$ cat src/rtl/log_axi_reader.sv
// log_axi_reader: single-outstanding AXI4-Lite read master for the log accesser.
// Optional timeout/drain path enabled by defining LOG_AXI_READER_TIMEOUT_EN.
module log_axi_reader #(
    parameter logic [31:0] LOG_BASE_ADDR  = 32'h0000_0000,
    parameter int          TIMEOUT_CYCLES = 256
) (
    input  logic        clk,
    input  logic        rst,
    input  logic [31:0] i_mem_addr,
    input  logic        i_read_trigger,
    output logic [31:0] o_mem_value,
    output logic        o_done,
    output logic        o_error,
    output logic        o_busy,
    output logic [31:0] m_axi_araddr,
    output logic [2:0]  m_axi_arprot,
    output logic        m_axi_arvalid,
    input  logic        m_axi_arready,
    input  logic [31:0] m_axi_rdata,
    input  logic [1:0]  m_axi_rresp,
    input  logic        m_axi_rvalid,
    output logic        m_axi_rready
);

    typedef enum logic [1:0] {IDLE, ADDR, DATA, DRAIN} state_t;

    state_t      state;
    state_t      state_nx;
    logic        load;
    logic        fin;
    logic        fin_err;
    logic [31:0] fin_data;

    if (TIMEOUT_CYCLES < 2 || TIMEOUT_CYCLES > 65535) begin : g_bad_timeout
        $error("TIMEOUT_CYCLES must be within 2..65535");
    end

    assign m_axi_arprot = 3'b000;
    assign o_busy       = (state != IDLE);

`ifdef LOG_AXI_READER_TIMEOUT_EN
    logic [15:0] to_cnt;
    logic        ar_pend;
    logic        expire;

    assign expire = ((17'(to_cnt) + 17'd1) == 17'(TIMEOUT_CYCLES));

    // Timeout counter runs only while waiting on the slave.
    always_ff @(posedge clk) begin
        if (rst) begin
            to_cnt <= '0;
        end else if (load) begin
            to_cnt <= '0;
        end else if (state == ADDR || state == DATA) begin
            to_cnt <= to_cnt + 16'd1;
        end
    end

    // Tracks an AR still owed to the slave so DRAIN can finish it first.
    always_ff @(posedge clk) begin
        if (rst) begin
            ar_pend <= 1'b0;
        end else if (load) begin
            ar_pend <= 1'b1;
        end else if (m_axi_arvalid && m_axi_arready) begin
            ar_pend <= 1'b0;
        end
    end
`endif

    // State register.
    always_ff @(posedge clk) begin
        if (rst) begin
            state <= IDLE;
        end else begin
            state <= state_nx;
        end
    end

    // Next-state, handshake outputs and completion decode.
    always_comb begin
        state_nx      = state;
        m_axi_arvalid = 1'b0;
        m_axi_rready  = 1'b0;
        load          = 1'b0;
        fin           = 1'b0;
        fin_err       = 1'b0;
        fin_data      = '0;
        unique case (state)
            IDLE: begin
                if (i_read_trigger) begin
                    load     = 1'b1;
                    state_nx = ADDR;
                end
            end
            ADDR: begin
                m_axi_arvalid = 1'b1;
                if (m_axi_arready) begin
                    state_nx = DATA;
                end
            end
            DATA: begin
                m_axi_rready = 1'b1;
                if (m_axi_rvalid) begin
                    fin      = 1'b1;
                    state_nx = IDLE;
                    if (m_axi_rresp inside {2'b10, 2'b11}) begin
                        fin_err = 1'b1;
                    end else begin
                        fin_data = m_axi_rdata;
                    end
                end
            end
            DRAIN: begin
`ifdef LOG_AXI_READER_TIMEOUT_EN
                m_axi_arvalid = ar_pend;
                m_axi_rready  = !ar_pend;
                if (!ar_pend && m_axi_rvalid) begin
                    state_nx = IDLE;
                end
`else
                state_nx = IDLE;
`endif
            end
        endcase
`ifdef LOG_AXI_READER_TIMEOUT_EN
        // A beat landing on the expiry cycle completes normally.
        if ((state == ADDR || (state == DATA && !m_axi_rvalid)) && expire) begin
            fin      = 1'b1;
            fin_err  = 1'b1;
            fin_data = '0;
            state_nx = DRAIN;
        end
`endif
    end

    // Registered result, pulses and latched read address.
    always_ff @(posedge clk) begin
        if (rst) begin
            o_done       <= 1'b0;
            o_error      <= 1'b0;
            o_mem_value  <= '0;
            m_axi_araddr <= '0;
        end else begin
            o_done  <= fin;
            o_error <= fin_err;
            if (fin) begin
                o_mem_value <= fin_data;
            end
            if (load) begin
                m_axi_araddr <= LOG_BASE_ADDR + {i_mem_addr[29:0], 2'b00};
            end
        end
    end

endmodule

$ cat config.mk
export PLATFORM = sky130hd
export DESIGN_NAME = log_axi_reader
export DESIGN_NICKNAME = d
export VERILOG_FILES = /design/src/rtl/log_axi_reader.sv
export SDC_FILE = /design/constraint.sdc
export NUM_CORES = 1
export LEC_CHECK = 0
export CORE_ASPECT_RATIO = 1.2
export CORE_MARGIN = 10
export CORE_UTILIZATION = 30
export DETAILED_ROUTE_END_ITERATION = 6
export GPL_TIMING_DRIVEN = 1
export RECOVER_POWER = 25
export SLEW_MARGIN = 20
export SYNTH_ARGS = -nofsm -noshare
export SYNTH_HDL_FRONTEND = slang
export SYNTH_SLANG_ARGS = --single-unit
$ cat constraint.sdc
create_clock -name clk -period 1.1 [get_ports clk]
set_input_delay 0.165 -clock clk [delete_from_list [all_inputs] [get_ports clk]]
set_output_delay 0.165 -clock clk [all_outputs]
set_load 0.02 [all_outputs]
-- After elaboration in Yosys (flattened, before gate mapping)
Cells that the tools add are included.
- register bits after elaboration: 66
- bits of input ports: 71
- output and inout port bits: 72
- word-level logic and storage cells: 34
- equality and inequality tests: 8
- multiplexer cells: 14
- bitwise logic cells: 2
- reduce and logical (&&, ||, !) cells: 5
- operators with widths (kind ; number):
    $mux 32 ; 3
    $eq 2x2->1 const B ; 4
    $pmux 2 s4 ; 1
    $mux 1 ; 7
    $mux 2 ; 3
    $ne 2x2->1 const B ; 3
    $reduce_bool 2->1 ; 2
    $reduce_and 3->1 ; 1
    $reduce_or 3->1 ; 1
    $eq 2x1->1 const B ; 1
    $logic_not 2->1 ; 1
    $not 1->1 ; 2

-- Depth between registers and ports, before layout
Gate-level depths: netlist (run 1).
- depth after elaboration: 5
- gate-level depth with buffers: 4
- mapped depth without buffers: 2

-- Worst setup path after synthesis (run 1)
Ideal clock, no wire load.
- path type: reg-to-reg
- from: reg state[1]
- to: reg o_mem_value[11]
- library setup time: 0.072 ns
- arrival: 1.015 ns
- data required time: 1.028 ns
- setup slack: 0.013 ns
- stages on the path, launching flop included: 5
- path buffers: 2
- clock period less this slack: 1.087 ns
- path through: dfxtp_1 and3b_1 buf_6 buf_6 mux2i_1
- word-level cells in the longest chain between the ends: 2
- elaborated cells on any way between the ends: 3
- those cells by class: eq/ne: 1; mux: 2
- RTL lines (element ; RTL line ; source):
    from (decl) ; 27 ; state_t state;
    from (signal assigned) ; 76 ; state <= state_nx;
    $eq 2x2->1 (*) ; 89 ; unique case (state)
    $mux 32 / $mux 1 (equally long branches) ; 89 ;
    to (signal assigned) ; 148 ; o_mem_value <= fin_data;
    to (decl) ; 11 ; output logic [31:0] o_mem_value,
Every way passes the cells marked *; elsewhere a longest branch is shown, timed or not.
A chain may end at the register's enable or synchronous reset.

-- Worst setup path after layout (run 1)
- from: reg state[1]
- to: reg m_axi_araddr[16]
- word-level cells in the longest chain between the ends: 2
- RTL lines (element ; RTL line ; source):
    $logic_not 2->1 ; 89 ;
    $mux 1 ; 89 ;
    to (signal assigned) ; 151 ; m_axi_araddr <= LOG_BASE_ADDR + {i_mem_addr[29:0], 2'b00};
    to (decl) ; 15 ; output logic [31:0] m_axi_araddr,
Every way passes these cells.

==> results.md, run 1 <==
- PortBufs: around 130
- Type of origin of the critical path: register
- Hold Path Origin: rst
- Io pins: ~140
- Area share of the largest cell type after synthesis: 42.9%
- Violated checks: negative setup slack
- Syn_area_per_cell: 10.5 um2
- Critical path class: register to register
- Via count: between 2k and 3k
- Synthesis warning total: 0
- CP Data Required Time: roughly 1400 ps
- Initial Util: approximately 31%
- Cell taking the most area after synthesis: dfxtp_1
- Reg-to-reg critical path startpoint: state[1]$_SDFFE_PP0P_
- Hpwl dp: approximately 6.4 mm
- Clock Sinks: 66
- Die H: about 130 um
- Slew HR: between 50% and 60%
- Worst VDD drop: between 0.7 and 0.8 mV
- Critical path startpoint: state[1]$_SDFFE_PP0P_
- Setup violators final: just under 70
- PD cells: about 1300 mW/mm2
- Crit path time final: approximately 1300 ps
- Total track usage: 11.7%
- Die area: approximately 0.015 mm2
- Core Box Area: between 0.01 and 0.015 mm2
- Avg WL per Cell: roughly 15 um
- Final Hold Vio Count: 0
- Commonest non-fill, non-tap cell in the layout: nand2b_1
- Leading cell types in the layout, fill and taps excluded: nand2b_1 (92), clkdlybuf4s50_1 (66), dfxtp_1 (64)
- Area Overhead vs Synth: 56.0%
- DRT Wirelength: 8.83 mm
- Hold crit path type: input pin to register
- DR iter-0 viols: 79
- Residual DRC count: 0
- Max Fclk: 0.778 GHz
- Ant. Diodes: 0
- Final WS setup: -185 ps
- Post-synth cell types: 17
- Largest family of logic cells by synthesized area: simple AND/OR/NAND/NOR gates
- CTS Root Cell: clkbuf_16
- Synthesized-area fraction occupied by adder cells: 0%
- Final period util: 117%
- Row count: 40
- Chip width: approximately 110 um
- Leakage: 1.99 nW
- Post-synthesis mux area share: roughly 20%
- Post-DRT Antenna Nets: 0
- CTS tree: yes
- Synth Area in Simple Gates: 30.4%
- Worst Clk Skew: approximately 4.3 ps
- Initial antenna violation count: 0
- Arrival time at the worst endpoint: 1530 ps
- RSZ-0062 raised after global routing: true
- Share of layout cells above drive strength 1: between 30% and 40%
- Area fraction in compound gates after synthesis: 0.488%
- H-tree depth: 3
- Clk pin slew, worst setup/hold paths: roughly 50 ps
- Crit-path max FO: 5
- Post-Syn Area: between 0.003 and 0.004 mm2
- XOR/XNOR Fraction of Synth Area: 0%
- Hold slack: between 300 and 400 ps
- FF+latch area: between 0.001 and 0.0015 mm2
- Worst-Margin Slew: between 600 and 700 ps
- Vias in the first global route: about 2.6k
- Post-synthesis sequential element count: 66
- Area occupied by multi-input gates: roughly 0.0016 mm2
- Final GP Congestion: 0.698
- Max-slew violation count: 0
- Final Power: 0.00612 W
- Longest Clk Path Bufs: 2
- Synthesized instance count: ~290
- Detailed Routing Iterations Pass 1: 4
- Endpoint type of the worst setup path: register
- Seq/Total Area, Yosys: 42.9%
- Via/cell ratio: between 4 and 5
- Run status: complete, but fails checks
- First-pass GRT wire length: between 10 and 15 mm
- Fillers: about 960
- Layout Nets: slightly above 500
- Max cap viols: 0
- Largest cells by area after synthesis: dfxtp_1 (43%), mux2i_1 (20%), nand2b_1 (19%)
- Grt ovf: 0
- Worst-skew pair later-pin latency: roughly 320 ps
- Number of CTS-inserted buffers: 9
- Largest net degree at the start of global routing: 40
[cell families (layout without fill, tap and decap cells)]
group                  count (synthesis)  count (layout)
and+or+nand+nor                      134             134
DFF                                   66              66
muxes                                 62              62
buffers and inverters                 29             175
AOI/OAI and AO/OA                      2               2
other                                  1               5
[critical path: stages, from the launching register on]
cell and delay [ps]:
dfxtp_2 330, buf_6 120, nor3b_4 240, buf_6 180, clkbuf_16 150, mux2i_1 190
[routing by layer]
layer | share of wire, % | GRT usage, % | vias up
met5 | 0 | 0 | -
met4 | 1.1 | 4.04 | 0
met3 | 10 | 6.52 | 9
met2 | 46 | 18.1 | 90
met1 | 42 | 13.3 | 1139
li1 | - | - | 1264
[sequential cells by signal, indices dropped and copies added, names as in the netlist]
| signal | count |
|---|---|
| state | 2 |
| o_error | 1 |
| m_axi_araddr | 30 |
| o_mem_value | 32 |
| o_done | 1 |
[layout make-up]
class	count	share of cell area, %
multi-input cells	203	33.8
repair buffers	163	30.2
flip-flops and latches	66	27.6
clock buffers	11	5.05
well taps	126	3.28
clock inverters	1	0.104
[worst paths after layout]
check	slack (ps)	end	cells past startpoint
setup / recovery	-180	m_axi_araddr[16]$_SDFFE_PP0P_	5
hold / removal	360	o_done$_SDFF_PP0_	2
setup reg to reg	-180	m_axi_araddr[16]$_SDFFE_PP0P_	5
hold reg to reg	470	o_mem_value[29]$_SDFFE_PP0P_	2
[where the power goes]
| part | internal [W] | switching [W] | total (W) |
|---|---|---|---|
| clock network | 0.00153 | 0.000947 | 0.00248 |
| registers | 0.00249 | 0.0000494 | 0.00254 |
| logic | 0.000644 | 0.000457 | 0.00110 |
[per-stage QoR]
| step | cell area, um2 | cells | worst slack [ps] | util (%) | TNS (ps) |
|---|---|---|---|---|---|
| 2_1_floorplan | 3090 | 298 | 13.1 | - | 0 |
| 3_3_place_gp | 4600 | 546 | -353 | 46.0 | -20720 |
| 3_5_place_dp | 4600 | 546 | -384 | 46.0 | -21890 |
| 4_1_cts | 4850 | 568 | -176 | 48.4 | -8880 |
| 5_1_grt | 4800 | 570 | -244 | 48.0 | -13950 |
| 6_report | 4800 | 570 | -185 | 48.0 | -9040 |
[timing repair]
item	CTS	global route
pin swaps	4	4
gates cloned	3	1
endpoints found under the setup margin	133	84
hold buffers	0	0
gates resized for setup	270	20
setup buffers	7	2
[cell usage after synthesis]
cell and count:
nor3b_2 1, nor2b_1 3, buf_6 6, nor3b_1 1
or2_2 1, buf_4 8, nand3b_1 1, or3b_2 18
and3b_1 2, mux2i_1 62, a21oi_1 1, conb_1 1
nand2b_1 92, dfxtp_1 66, o21ba_2 1, or3b_1 15
clkbuf_1 15
Power figures use the tool's default switching activity.
==> run 2: changes to the inputs <==
--- a/config.mk
+++ b/config.mk
@@ -9,7 +9,7 @@
 export CORE_MARGIN = 10
 export CORE_UTILIZATION = 30
 export DETAILED_ROUTE_END_ITERATION = 6
-export GPL_TIMING_DRIVEN = 1
+export GPL_TIMING_DRIVEN = 0
 export RECOVER_POWER = 25
 export SLEW_MARGIN = 20
 export SYNTH_ARGS = -nofsm -noshare
==> run 2 against run 1 <==
The run still ends with negative setup slack left. Utilization down 0.81 points. Power down 0.38%. Combinational power down 5%. Critical endpoint is now o_busy.
==> results.md, run 2 (synthesized netlist as in run 1, its figures left out) <==
- Crit-path max FO: 8
- Reg-to-reg critical path startpoint: state[0]$_SDFFE_PP0P_
- Vias in the first global route: approximately 2.7k
- CTS Root Cell: clkbuf_16
- Largest reg by FF count: o_mem_value
- Final Util: 47.2%
- Ant. Diodes: 0
- Endpoint type of the worst setup path: primary output
- Longest Clk Path Bufs: 2
- Initial Util: a little under a third
- Chip width: approximately 110 um
- Pint: 0.00459 W
- Slowest-stage cell, CP: dfxtp_4
- Area Overhead vs Synth: 53.4%
- Worst VDD drop: 0.620 mV
- Final WS setup: -135 ps
- Critical Path Sink: o_busy
- Final Hold Vio Count: 0
- Leading cell types in the layout, fill and taps excluded: nand2b_1 (92), clkdlybuf4s50_1 (65), dfxtp_1 (64)
- Arrival time at the worst endpoint: ~1100 ps
- Leakage: just under 2 nW
- RSZ-0062 raised after global routing: true
- Io pins: ~140
- Fillers: around 1k
- Critical Path Stages: 2
- Die area: roughly 0.015 mm2
- Residual DRC count: 0
- Hold crit path type: input pin to register
- Share of layout cells above drive strength 1: about 28%
- PortBufs: about 130
- Layout Nets: 520
- DR iter-0 viols: 64
- Hold-fix buffers, CTS: 0
- PD cells: around 1300 mW/mm2
- Max reg flops: 32
- Row count: 40
- Critical path class: register to primary output
- Hold slack: between 300 and 400 ps
- Worst Clk Skew: 5.11 ps
- H-tree depth: 3
- Post-DRT Antenna Nets: 0
- R2R cell count: 4
- Worst-skew pair later-pin latency: approximately 330 ps
- Avg WL per Cell: about 16 um
- DRT Wirelength: between 9 and 10 mm
- FF-to-FF End: m_axi_araddr[27]$_SDFFE_PP0P_
- Violated checks: negative setup slack
- First-pass GRT wire length: between 10 and 15 mm
- Detailed Routing Iterations Pass 1: 4
- Total track usage: 12.5%
- Max-slew violation count: 0
- Non-Filler Instances: between 500 and 600
- CP bufs+invs: 1
- Largest stage delay, worst path: 370 ps
- Run status: complete, but fails checks
- Top Registers: o_mem_value x32, m_axi_araddr x30, state x2
- Net Switching: 0.00151 W
- Final GP Congestion: 0.724
- Switching Share: 24.7%
- CTS tree: yes
- Inst Count DP: between 500 and 600
- Largest net degree at the start of global routing: 11
- Number of CTS-inserted buffers: 9
- Critical path startpoint: state[1]$_SDFFE_PP0P_
- Initial antenna violation count: 0
- Via/cell ratio: around 4.3
- Max cap viols: 0
- Grt ovf: 0
- Sequential share of power: between 40% and 50%
- Final period util: 112%
- Commonest non-fill, non-tap cell in the layout: nand2b_1
- Cell Chain, Critical Path: or2_4 > buf_6
- Setup violators final: 60
- Type of origin of the critical path: register
- Via count: roughly 2.5k
- Core Box Area: approximately 0.010 mm2
- Hpwl dp: 6.99 mm
- Power share of the clock group: just over 40%
- Max Fclk: just over 0.8 GHz
- Clk pin slew, worst setup/hold paths: roughly 50 ps
- Die H: 131 um
- Comb power frac: between 15 and 20%
- Reg2reg setup slack: -100 ps
- CP delay by family, top: flip-flops
- Crit path time final: around 1200 ps
- CP Data Required Time: 940 ps
- Clock Sinks: 66
-- run 2: worst min path at each step --
stage                                            start                             to  slack (ps)  cells past startpoint
final                                              rst   o_mem_value[16]$_SDFFE_PP0P_         310                      4
after global routing                               rst   o_mem_value[18]$_SDFFE_PP0P_         340                      4
after CTS                                          rst   o_mem_value[16]$_SDFFE_PP0P_         320                      4
after detailed placement  o_mem_value[18]$_SDFFE_PP0P_   o_mem_value[18]$_SDFFE_PP0P_         460                      2
after global placement    o_mem_value[23]$_SDFFE_PP0P_   o_mem_value[23]$_SDFFE_PP0P_         460                      2
after floorplan                          i_mem_addr[8]  m_axi_araddr[10]$_SDFFE_PP0P_         320                      2
-- run 2: tightest hold or removal path, stage by stage --
cell and delay [ps]:
buf_6 130, buf_6 130, or3b_1 100, mux2i_1 60
-- run 2: cell type report --
class	instances	area [um2]	share of cell area (%)
clock buffer	11	233	4.93
tap	126	158	3.34
buffer	29	248	5.25
multi-input combinational	203	1620	34.3
clock inverter	4	20.0	0.424
sequential	66	1330	28.1
timing repair buffer	140	1110	23.6
-- run 2: stage by stage --
step                setup TNS (ps)  cell area, um2  setup WS, ps  total power (W)
CTS                          -3330            4780          -146          0.00620
floorplan                        0            3090          13.1          0.00311
global route                 -8630            4720          -177          0.00641
global placement            -27130            4580          -541          0.00363
detailed placement          -28430            4580          -590          0.00364
finish                       -3290            4720          -135          0.00610
-- run 2: power groups by stage --
stage / sequential, W / clock (W) / combinational, W
global route: 0.00255 / 0.00271 / 0.00114
floorplan: 0.00270 / 0 / 0.000408
CTS: 0.00254 / 0.00258 / 0.00108
detailed placement: 0.00259 / 0 / 0.00105
global placement: 0.00259 / 0 / 0.00104
finish: 0.00254 / 0.00250 / 0.00105
-- run 2: repair_timing --
action                                  in CTS  in global routing
endpoints found under the setup margin     128                 86
gates resized for setup                    278                 28
setup buffers                                4                  1
gates cloned                                 2                  1
pin swaps                                    1                  2
-- run 2: layer usage --
layer	track usage [%]	routed length, um
met1	14.0	3830
met2	20.0	4330
met3	6.20	949
met4	4.93	134
met5	0	0
==> run 3: changes to the inputs <==
--- a/config.mk
+++ b/config.mk
@@ -10,6 +10,7 @@
 export CORE_UTILIZATION = 30
 export DETAILED_ROUTE_END_ITERATION = 6
 export GPL_TIMING_DRIVEN = 0
+export MAX_ROUTING_LAYER = met4
 export RECOVER_POWER = 25
 export SLEW_MARGIN = 20
 export SYNTH_ARGS = -nofsm -noshare
==> constraint.sdc (replaced) <==
create_clock -name clk -period 1.4 [get_ports clk]
set_input_delay 0.21 -clock clk [delete_from_list [all_inputs] [get_ports clk]]
set_output_delay 0.21 -clock clk [all_outputs]
set_load 0.02 [all_outputs]
==> run 3 against run 2 <==
The flow now finishes without violations. Register-to-register slack better by 270 ps. Cell count is 1.2% lower. Critical path depth stayed put. Utilization is 0.30 points higher. Worst hold slack better by 43 ps. Non-clock buffer count is 7 lower. Count of clock-buffer cells in the layout stayed put. Critical path type unchanged. Critical endpoint unchanged. Largest cell class unchanged.
==> results.md, run 3 (synthesized netlist as in run 1, its figures left out) <==
- Run status: complete, no violations
- Critical path class: register to primary output
- Arrival time at the worst endpoint: ~1100 ps
- DRT Wirelength: about 9.0 mm
- Max-slew violation count: 0
- Design area: ~0.0048 mm2
- Clock Sinks: between 60 and 70
- Setup violators final: 0
- Post-CTS Setup Bufs: 0
- CP Data Required Time: 1190 ps
- Comb power frac: approximately 16%
- CTS Root Cell: clkbuf_16
- Via/cell ratio: 4.34
- Grt ovf: 0
- Die area: 0.0147 mm2
- Number of CTS-inserted buffers: 9
- Hpwl dp: ~7.0 mm
- Avg WL per Cell: between 15 and 20 um
- Leakage: approximately 2.0 nW
- Row count: 40
- Worst VDD drop: ~0.48 mV
- Max cap viols: 0
- Max Used Layer: met4
- Worst Clk Skew: about 5.3 ps
- First-pass GRT wire length: 14.4 mm
- Net Switching: roughly 0.0012 W
- Worst Hold Depth: 4
- Via count: between 2k and 2.5k
- Final GP Congestion: about 0.73
- Sequential share of power: ~42%
- Power share of the clock group: 41.7%
- WL met1: between 3 and 4 mm
- Worst-skew pair later-pin latency: 330 ps
- Worst Hold End: o_mem_value[16]$_SDFFE_PP0P_
- FF-to-FF End: m_axi_araddr[11]$_SDFFE_PP0P_
- Hold slack: ~350 ps
- Post-DRT Antenna Nets: 0
- Hold Path Origin: rst
- Longest Clk Path Bufs: 2
- RSZ-0062 raised after global routing: false
- Largest net degree at the start of global routing: 11
- Crit-path max FO: 8
- Endpoint type of the worst setup path: primary output
- Hold crit path type: input pin to register
- Initial antenna violation count: 0
- Crit path time final: around 1300 ps
- Fillers: approximately 1k
- R2R cell count: 3
- Detailed Routing Iterations Pass 1: 4
- Type of origin of the critical path: register
- Chip width: 112 um
- DR iter-0 viols: 55
- Core Box Area: between 0.01 and 0.015 mm2
- FF+latch area: about 0.0013 mm2
- Layout Nets: 513
- Hold-fix buffers, CTS: 0
- Share of layout cells above drive strength 1: about 12%
- Total track usage: roughly an eighth
- Switching Share: about 25%
- Final Hold Vio Count: 0
- Initial Util: a little under a third
- Commonest non-fill, non-tap cell in the layout: nand2b_1
- Ant. Diodes: 0
- CTS tree: yes
- H-tree depth: 3
- Residual DRC count: 0
- PortBufs: ~130
- Met3 Wirelength: roughly 800 um
- Reg-to-reg critical path startpoint: state[1]$_SDFFE_PP0P_
- Io pins: around 140
- Final period util: between 90% and 100%
- Clk pin slew, worst setup/hold paths: about 60 ps
- Pint: 0.00355 W
- Vias in the first global route: about 2.6k
- Top Registers: o_mem_value x32, m_axi_araddr x30, state x2
- Reg2reg setup slack: 170 ps
- Area Overhead vs Synth: 54.3%
- Leading cell types in the layout, fill and taps excluded: nand2b_1 (92), clkdlybuf4s50_1 (66), dfxtp_1 (64), dlygate4sd2_1 (64), mux2i_1 (62)
- DP Area: approximately 0.0046 mm2
- Max reg flops: 32
- PD cells: 992 mW/mm2
- Max Fclk: between 0.7 and 0.8 GHz
- Met2 WL post-DR: 4.09 mm
- Largest reg by FF count: o_mem_value
- Die H: roughly 130 um
- Area occupied by multi-input gates: between 0.0015 and 0.002 mm2
-- run 3: cell count changes in the layout (fill, tap and decap cells not counted), moves of 2 or more --
| cell | change |
|---|---|
| mux2i_1 | +2 |
| dfxtp_4 | -2 |
| clkbuf_2 | -16 |
| buf_12 | -5 |
| dlygate4sd2_1 | +63 |
| buf_2 | -44 |
| dfxtp_2 | +2 |
-- run 3: worst max-delay path, stage by stage (launching register included) --
cell     delay (ps)
dfxtp_2         350
or2_2           290
buf_2           170
-- run 3: area by class of cell --
| cell class | instances | area share [%] |
|---|---|---|
| multi-input combinational | 203 | 33.4 |
| timing repair buffer | 133 | 26.1 |
| clock buffer | 11 | 4.90 |
| tap | 126 | 3.32 |
| sequential | 66 | 27.9 |
| buffer | 29 | 3.92 |
| clock inverter | 4 | 0.421 |
-- run 3: worst max path at each step --
stage	startpoint	end	slack (ps)	depth (start not counted)
after floorplan	state[1]$_SDFFE_PP0P_	o_mem_value[11]$_SDFFE_PP0P_	310	4
after global placement	m_axi_rresp[1]	o_mem_value[24]$_SDFFE_PP0P_	-290	4
after detailed placement	m_axi_rresp[1]	o_mem_value[21]$_SDFFE_PP0P_	-340	4
after CTS	m_axi_rresp[1]	o_mem_value[21]$_SDFFE_PP0P_	7	4
after global routing	m_axi_rresp[1]	o_mem_value[25]$_SDFFE_PP0P_	7	4
final	state[1]$_SDFFE_PP0P_	o_busy	60	2
-- run 3: power by group through the flow --
stage	Combinational, W	Clock [W]	Sequential (W)
floorplan	0.000321	0	0.00212
detailed placement	0.000822	0	0.00204
finish	0.000755	0.00197	0.00200
global route	0.000820	0.00213	0.00200
global placement	0.000819	0	0.00204
CTS	0.000772	0.00203	0.00200
-- run 3: through the flow --
stage	TNS, ps	setup slack, ps	utilization, %	instances	total power (W)
4_1_cts	0	6.86	47.5	572	0.00480
3_5_place_dp	-11110	-335	45.8	557	0.00286
3_3_place_gp	-9830	-286	45.8	557	0.00285
6_report	0	60.1	47.5	572	0.00472
2_1_floorplan	0	313	-	298	0.00244
5_1_grt	0	6.97	47.5	572	0.00496
-- run 3: per-layer routing --
layer  vias up  track usage, %
li1       1263               -
met1      1117            14.7
met2        90            18.8
met3        13            5.43
met4         0            4.93
met5         -               -
-- run 3: what timing repair did --
item                       in CTS  in global routing
cloned                          0                  0
setup endpoints to repair      67                 12
pin swaps                       0                  0
gates resized for setup        76                  6
